--- src/rtl/piso_pkg.sv ---
// piso_pkg: shared types and constants for the parallel-in, serial-out transmitter.
// Contents: FSM state enum, default word width, parity-bit count and frame length
// (both depend on the PISO_PARITY_EN macro), and the bit-counter width function.
`timescale 1ns/1ps
package piso_pkg;

    typedef enum logic {
        IDLE  = 1'b0,
        SHIFT = 1'b1
    } state_t;

    localparam int unsigned DEFAULT_WIDTH = 8;

`ifdef PISO_PARITY_EN
    localparam int unsigned PARITY_BITS = 1;
`else
    localparam int unsigned PARITY_BITS = 0;
`endif

    localparam int unsigned FRAME_LEN = DEFAULT_WIDTH + PARITY_BITS;

    // Counter must hold FRAME so it can park one past the last bit without wrapping.
    function automatic int unsigned cnt_width(input int unsigned frame);
        return $clog2(frame + 1);
    endfunction

endpackage

--- src/rtl/piso_bit_counter.sv ---
// piso_bit_counter: clear-on-load up-counter of frame bits.
// Ports:
//   clk   - clock
//   reset - asynchronous active-low reset
//   clr   - clear to zero (a word is being loaded)
//   en    - count one frame bit
//   last  - counter sits on the final frame bit (FRAME-1)
`timescale 1ns/1ps
module piso_bit_counter
    import piso_pkg::*;
#(
    parameter int unsigned FRAME = FRAME_LEN
) (
    input  logic clk,
    input  logic reset,
    input  logic clr,
    input  logic en,
    output logic last
);

    localparam int unsigned CNT_W = cnt_width(FRAME);

    logic [CNT_W-1:0] count;

    // Bit position within the current frame.
    always_ff @(posedge clk or negedge reset) begin
        if (!reset) begin
            count <= '0;
        end else if (clr) begin
            count <= '0;
        end else if (en) begin
            count <= count + CNT_W'(1);
        end
    end

    assign last = (count == CNT_W'(FRAME - 1));

endmodule

--- src/rtl/piso_serializer.sv ---
// piso_serializer: accepts a parallel word over a valid/ready handshake and shifts
// it out MSB first, one bit per clock, with back-to-back frames when load_valid
// is held. Define PISO_PARITY_EN to append an even-parity bit after bit 0.
// Ports:
//   clk        - clock
//   reset      - asynchronous active-low reset
//   data_in    - parallel word to transmit
//   load_valid - data_in is valid and requests transmission
//   load_ready - a word can be accepted this cycle
//   sout       - serial data bit
//   sout_valid - sout carries a frame bit this cycle
//   done       - pulse on the final bit of a frame
// All outputs are decoded from registered state only.
`timescale 1ns/1ps
module piso_serializer
    import piso_pkg::*;
#(
    parameter int unsigned WIDTH = DEFAULT_WIDTH
) (
    input  logic             clk,
    input  logic             reset,
    input  logic [WIDTH-1:0] data_in,
    input  logic             load_valid,
    output logic             load_ready,
    output logic             sout,
    output logic             sout_valid,
    output logic             done
);

    localparam int unsigned FRAME = WIDTH + PARITY_BITS;

    state_t           state;
    state_t           state_nxt;
    logic [WIDTH-1:0] shreg;
    logic             armed;
    logic             last;
    logic             accept;
`ifdef PISO_PARITY_EN
    logic             parity_q;
`endif

    piso_bit_counter #(
        .FRAME (FRAME)
    ) u_bit_counter (
        .clk   (clk),
        .reset (reset),
        .clr   (accept),
        .en    (state == SHIFT),
        .last  (last)
    );

    // Next state and output decode; ready only on idle or the final frame bit.
    always_comb begin
        state_nxt  = state;
        load_ready = 1'b0;
        sout       = 1'b0;
        sout_valid = 1'b0;
        done       = 1'b0;
        accept     = 1'b0;
        case (state)
            IDLE: begin
                load_ready = armed;
                accept     = load_valid && armed;
                if (accept) begin
                    state_nxt = SHIFT;
                end
            end
            SHIFT: begin
                sout_valid = 1'b1;
                sout       = shreg[WIDTH-1];
                if (last) begin
`ifdef PISO_PARITY_EN
                    sout       = parity_q;
`endif
                    done       = 1'b1;
                    load_ready = 1'b1;
                    accept     = load_valid;
                    state_nxt  = load_valid ? SHIFT : IDLE;
                end
            end
            default: state_nxt = IDLE;
        endcase
    end

    // State register; armed keeps load_ready low until the first edge after reset.
    always_ff @(posedge clk or negedge reset) begin
        if (!reset) begin
            state <= IDLE;
            armed <= 1'b0;
        end else begin
            state <= state_nxt;
            armed <= 1'b1;
        end
    end

    // Shift register: load on accept, otherwise zero-filled left shift while framing.
    always_ff @(posedge clk or negedge reset) begin
        if (!reset) begin
            shreg <= '0;
        end else if (accept) begin
            shreg <= data_in;
        end else if (state == SHIFT) begin
            shreg <= {shreg[WIDTH-2:0], 1'b0};
        end
    end

`ifdef PISO_PARITY_EN
    // Even parity of the accepted word, sent after bit 0.
    always_ff @(posedge clk or negedge reset) begin
        if (!reset) begin
            parity_q <= 1'b0;
        end else if (accept) begin
            parity_q <= ^data_in;
        end
    end
`endif

endmodule

--- config.mk ---
export PLATFORM = sky130hd
export DESIGN_NAME = piso_serializer
export DESIGN_NICKNAME = d
export VERILOG_FILES = /design/src/rtl/piso_pkg.sv /design/src/rtl/piso_bit_counter.sv /design/src/rtl/piso_serializer.sv
export SDC_FILE = /design/constraint.sdc
export NUM_CORES = 1
export LEC_CHECK = 0
export BUFFER_PORTS_ARGS = -buffer_cell sky130_fd_sc_hd__buf_2
export CAP_MARGIN = 20
export CELL_PAD_IN_SITES_DETAIL_PLACEMENT = 1
export CELL_PAD_IN_SITES_GLOBAL_PLACEMENT = 2
export CORE_MARGIN = 3
export CORE_UTILIZATION = 32
export CTS_CLUSTER_SIZE = 14
export DETAILED_ROUTE_END_ITERATION = 8
export GPL_TIMING_DRIVEN = 0
export PLACE_DENSITY_LB_ADDON = 0.05
export SYNTH_ARGS = -nofsm -noshare
export SYNTH_HDL_FRONTEND = slang
export SYNTH_SLANG_ARGS = --single-unit
export TNS_END_PERCENT = 100
--- constraint.sdc ---
create_clock -name clk -period 1.6 [get_ports clk]
set_input_delay 0.24 -clock clk [delete_from_list [all_inputs] [get_ports clk]]
set_output_delay 0.24 -clock clk [all_outputs]
set_load 0.02 [all_outputs]
=== After elaboration in Yosys (flattened, before gate mapping) ===
Index checks and enable logic that the tools add are counted.

* Bits of input ports: 11
* Flip-flop bits (word level): 14
* Memories kept: 0
* Bits in latches: 0
* Memory bits (writable): 0
* Memory bits (read-only): 0

* Reductions and logical operators: 2
* Bitwise logic cells: 1
* Equal/unequal tests: 1
* Div/mod/pow operators: 0
* $mul: 0
* Magnitude comparators: 0
* Shifts and indexed selects: 0
* Muxes and demuxes: 15
* $add $sub $neg: 1

{| class="wikitable"
|+ Operators by type and width
! operator !! number
|-
| 2-to-1 mux 8 bit || 2
|-
| 2-to-1 mux 1 bit || 8
|-
| 2-to-1 mux 4 bit || 2
|-
| one-hot mux 1 bit (2 select lines) || 3
|-
| adder 4 x 1 -> 4 bit, second input constant || 1
|-
| == test 4 x 3 -> 1 bit, second input constant || 1
|-
| nonzero test 2 bit || 1
|-
| logical AND 1 bit || 1
|-
| inverter 1 bit || 1
|}

=== Depth between registers and ports, before layout ===
* Depth after elaboration: 4
* Gate-level depth with buffers: 4

=== Cells and area by module ===
A second synthesis with hierarchy kept.

* Cells, all modules: 68
* Area, all modules: 752.0 µm²

{| class="wikitable"
|+ Modules (own cells, without submodules)
! module !! sequential area each (µm²) !! times used !! area each (µm²) !! cells an instance
|-
| piso_serializer || 250.2 || 1 || 551.8 || 50
|-
| piso_bit_counter || 100.1 || 1 || 200.2 || 18
|}

=== Least setup slack after synthesis ===
Ideal clock, no wire load.

* Path type: reg2reg
* From: register u_bit_counter.count[0]
* To: register shreg[1]
* Setup slack: 0.256 ns
* Library setup time: 0.126 ns
* Clock period less this slack: 1.344 ns
* Stages on the path, launching flop included: 5
* Buffers on the path: 0
* Data arrival time: 1.218 ns
* Cell sequence: dfrtp_1 ha_1 nand4b_4 and3_1 a221o_1

* Word-level cells in the longest chain between the ends: 4
* Elaborated cells between the ends (all ways): 5

{| class="wikitable"
|+ RTL lines
! what !! RTL line !! text
|-
| from (decl) || piso_bit_counter.sv:23 || <nowiki>logic [CNT_W-1:0] count;</nowiki>
|-
| from (signal assigned) || piso_bit_counter.sv:32 || <nowiki>count <= count + CNT_W'(1);</nowiki>
|-
| == test 4 x 3 -> 1 bit (*) || piso_bit_counter.sv:36 || <nowiki>assign last = (count == CNT_W'(FRAME - 1));</nowiki>
|-
| 2-to-1 mux 1 bit (*) || piso_serializer.sv:71 || <nowiki>if (last) begin</nowiki>
|-
| one-hot mux 1 bit (2 select lines) (*) || piso_serializer.sv:60 || <nowiki>case (state)</nowiki>
|-
| 2-to-1 mux 8 bit or nonzero test 2 bit (tied branches) || n/a ||
|-
| to (signal assigned) || piso_serializer.sv:101 || <nowiki>shreg <= data_in;</nowiki>
|-
| to (signal assigned) || piso_serializer.sv:103 || <nowiki>shreg <= {shreg[WIDTH-2:0], 1'b0};</nowiki>
|-
| to (decl) || piso_serializer.sv:34 || <nowiki>logic [WIDTH-1:0] shreg;</nowiki>
|}

Every way passes the cells marked *; elsewhere a longest branch is shown, timed or not.
A chain may end at the register's enable or synchronous reset.

=== Worst setup path in the final report ===
* From: register u_bit_counter.count[1]
* To: output port load_ready

* Word-level cells in the longest chain between the ends: 3

{| class="wikitable"
|+ RTL lines
! what !! RTL line !! text
|-
| == test 4 x 3 -> 1 bit || piso_bit_counter.sv:36 ||
|-
| 2-to-1 mux 1 bit || piso_serializer.sv:71 ||
|-
| one-hot mux 1 bit (2 select lines) || piso_serializer.sv:60 ||
|-
| to (decl) || piso_serializer.sv:24 || <nowiki>output logic load_ready,</nowiki>
|}

Every way passes these cells.

==> impl_metrics.tcl <==
set metrics [dict create \
    status "complete, no violations" \
    syn_nets 67 \
    ys.warnings.count 0 \
    pin_count_of_the_biggest_net_entering_global_routing 15 \
    cp_max_fo 5 \
    n_antenna_cell 0 \
    fin_nets 87 \
    synth-seq-area-share_pct 53.5 \
    worstHoldPathType "primary input to register" \
    post_route_cells_drive_above_1_share_pct 34.2 \
    die_area_sq_mm 0.00262 \
    antenna_left 0 \
    sw_frac_of_total_pct 38.5 \
    vias 500 \
    cts.clk_slew.worst_paths_ns 0.08 \
    timing.critical_path.from_type "register" \
    fillers 212 \
    fin_total_pwr_mw 1.44 \
    die_width_um 51.2 \
    tritoncts "yes" \
    pins_over_their_slew_limit 0 \
    setup_violations 0 \
    critical_path.n_buffers_inverters 1 \
    synthesis.instances 55 \
    cp_slowest_cell "sky130_fd_sc_hd__dfrtp_1" \
    synth_area_sq_um 654 \
    crit_path_category "register to output port" \
    timing.final.crit_share_pct 94.0 \
    maxUsedRoutingLayer "met3" \
    floorplan.core_area_sq_mm 0.00182 \
    clock_skew_ns 0.00220 \
    setup_tns_final_ns 0 \
    clk_root_buffer_cell "sky130_fd_sc_hd__clkbuf_4" \
    area_occupied_by_multi_input_gates_sq_um 308 \
    grt_setup_unrepaired "no" \
    dr_wl_met3_um 85 \
    grt_use_total_pct 12.2 \
    wl_per_cell_um 14.7 \
    post_synth.cell_area_avg_sq_um 11.9 \
    finalWeightedCongestion 0.662 \
    cell_area_power_density_mw_per_mm2 1780 \
    timing.critical_path.cells "ha_4, nand4b_4, nand2_1, buf_2" \
    drc 0 \
    p_clk_share_pct 13.8 \
    ff_latch_area_sq_um 353 \
    die_height_um 51.2 \
    commonest_non_fill_non_tap_cell_in_the_layout "sky130_fd_sc_hd__buf_2" \
    cts_made_buffers 3 \
    reg_power_share_pct 44.1 \
    grt_pass1_vias 545 \
    port_buffers 14 \
    max_clock_freq_mhz 665 \
    p_leak_nw 0.425 \
    netSwitchingPower_uw 556 \
    drtIter0Drc 2 \
    internal_power_uw 888 \
    min-delay-start "data_in[0]" \
    boundaryPins 15 \
    viasPerCell 5.10 \
    firstDrtPassIters 4 \
    area.growth.synth_to_final_pct 24.1 \
    antenna_found_initial 0 \
    critical_path.reg2reg.startpoint "u_bit_counter.count[1]" \
    cap_viol_max_count 0 \
    synth.ff_latch_count 14 \
    final_hold_violation_count 0 \
    clock_path_buffers 2 \
    clock_sinks 14 \
    worstPathArrival_ns 1.26 \
    rows 15 \
    post_cts_buffers 0 \
    max-vdd-ir-drop_mv 0.713 \
    dr_wl_met2_um 686 \
    cp-startpoint "u_bit_counter.count[1]" \
    hpwlAfterDp_um 1040 \
    yosys.cell_types.count 21 \
    final_period_minus_worst_setup_slack_ns 1.50 \
    first_pass_grt_wire_length_um 2390 \
    crit_path_max_incr_delay_ns 0.41 \
    comb_power_share_pct 42.1 \
    overflow 0 \
    worst_ep_required_time_ns 1.36 \
    initial_utilization_pct 35.9 \
    insertion_delay_ns 0.28 \
    route.layer.met1.wl_um 672 \
    critical_path.endpoint_type "output port" \
    layout.cells.most_common_list "sky130_fd_sc_hd__buf_2, sky130_fd_sc_hd__dfrtp_1, sky130_fd_sc_hd__and3_1, sky130_fd_sc_hd__a221o_1" \
    routed_wl_um 1450 \
    critPathTopFamily "flip-flops" \
    htreeDepth 1 \
]
-- worst reg2reg max path, cell delays in order, from the launching register on --
cell	delay, ns
sky130_fd_sc_hd__dfrtp_1	0.41
sky130_fd_sc_hd__ha_4	0.20
sky130_fd_sc_hd__nand4b_4	0.17
sky130_fd_sc_hd__and3_1	0.24
sky130_fd_sc_hd__a221o_1	0.26
-- cell families after synthesis --
group           after synthesis  synth area share (%)
compound gates               15                  20.3
xor+xnor                      1                  1.34
fa+ha+maj                     1                  1.91
buf+inv                       4                  2.68
flops                        14                  53.5
other cells                   1                 0.573
simple gates                 19                  19.7
-- repair_timing --
action	CTS	global route
resized for setup	2	3
endpoints found under the setup margin	2	3
hold endpoints to repair	14	0
pin swaps	0	0
hold buffers	1	0
-- state kept, by name, indices dropped and copies added (netlist names) --
| name | count |
|---|---|
| armed | 1 |
| u_bit_counter.count | 4 |
| state | 1 |
| shreg | 8 |
-- cell usage after synthesis --
library cell,n,area share (%)
sky130_fd_sc_hd__a21oi_1,4,3.1
sky130_fd_sc_hd__ha_1,1,1.9
sky130_fd_sc_hd__nand4_1,1,0.96
sky130_fd_sc_hd__xor2_1,1,1.3
sky130_fd_sc_hd__and3_1,7,6.7
sky130_fd_sc_hd__a221o_1,7,11
sky130_fd_sc_hd__inv_1,2,1.1
sky130_fd_sc_hd__nor3_1,1,0.76
sky130_fd_sc_hd__a22o_1,1,1.3
sky130_fd_sc_hd__and2_1,1,0.96
sky130_fd_sc_hd__buf_2,2,1.5
sky130_fd_sc_hd__dfrtp_1,14,54
sky130_fd_sc_hd__nand2b_1,1,0.96
sky130_fd_sc_hd__a32o_1,1,1.5
sky130_fd_sc_hd__nor2_1,2,1.1
sky130_fd_sc_hd__a21boi_4,1,2.9
sky130_fd_sc_hd__nand4b_4,1,3.6
sky130_fd_sc_hd__conb_1,1,0.57
sky130_fd_sc_hd__nand2_1,4,2.3
sky130_fd_sc_hd__o21ai_0,1,0.76
sky130_fd_sc_hd__nand4b_2,1,2.3
-- per-stage QoR --
stage | setup WS, ns | std cells | util [%] | cell area, sq um | hold slack [ns]
2_1_floorplan | 0.256 | 55 | - | 654 | -0.0556
3_3_place_gp | 0.107 | 94 | 41.5 | 756 | 0.155
3_5_place_dp | 0.0798 | 94 | 41.5 | 756 | 0.156
4_1_cts | 0.000225 | 98 | 44.0 | 801 | 0.173
5_1_grt | 0.00892 | 98 | 44.6 | 812 | 0.188
6_report | 0.0952 | 98 | 44.6 | 812 | 0.179
-- worst paths after layout --
kind / endpoint / slack (ns) / cells past startpoint
setup / recovery: load_ready / 0.1 / 4
hold / removal: shreg[0] / 0.18 / 2
setup reg to reg: shreg[7] / 0.22 / 4
hold reg to reg: shreg[1] / 0.51 / 1
max in group asynchronous: state / 0.96 / 2
min in group asynchronous: u_bit_counter.count[2] / 0.38 / 2
-- layer usage --
metal  GRT usage, %  up-vias
met5              0        -
met2           21.2       13
li1               -      242
met4              0        0
met1           14.7      245
met3           5.54        0
-- final cells by class --
cell class | instances | area share (%)
Timing Repair Buffer | 15 | 9.86
Clock buffer | 3 | 2.77
Multi-Input combinational cell | 37 | 37.9
Sequential cell | 14 | 43.5
Tap cell | 25 | 3.85
Inverter | 2 | 0.924
Buffer | 2 | 1.23
-- power by group through the flow --
stage / clock network, mW / logic, mW / registers (mW)
2_1_floorplan: 0 / 0.433 / 0.600
3_3_place_gp: 0 / 0.570 / 0.616
3_5_place_dp: 0 / 0.581 / 0.622
4_1_cts: 0.205 / 0.611 / 0.626
5_1_grt: 0.218 / 0.680 / 0.660
6_report: 0.199 / 0.609 / 0.637
Power figures use the tool's default switching activity.
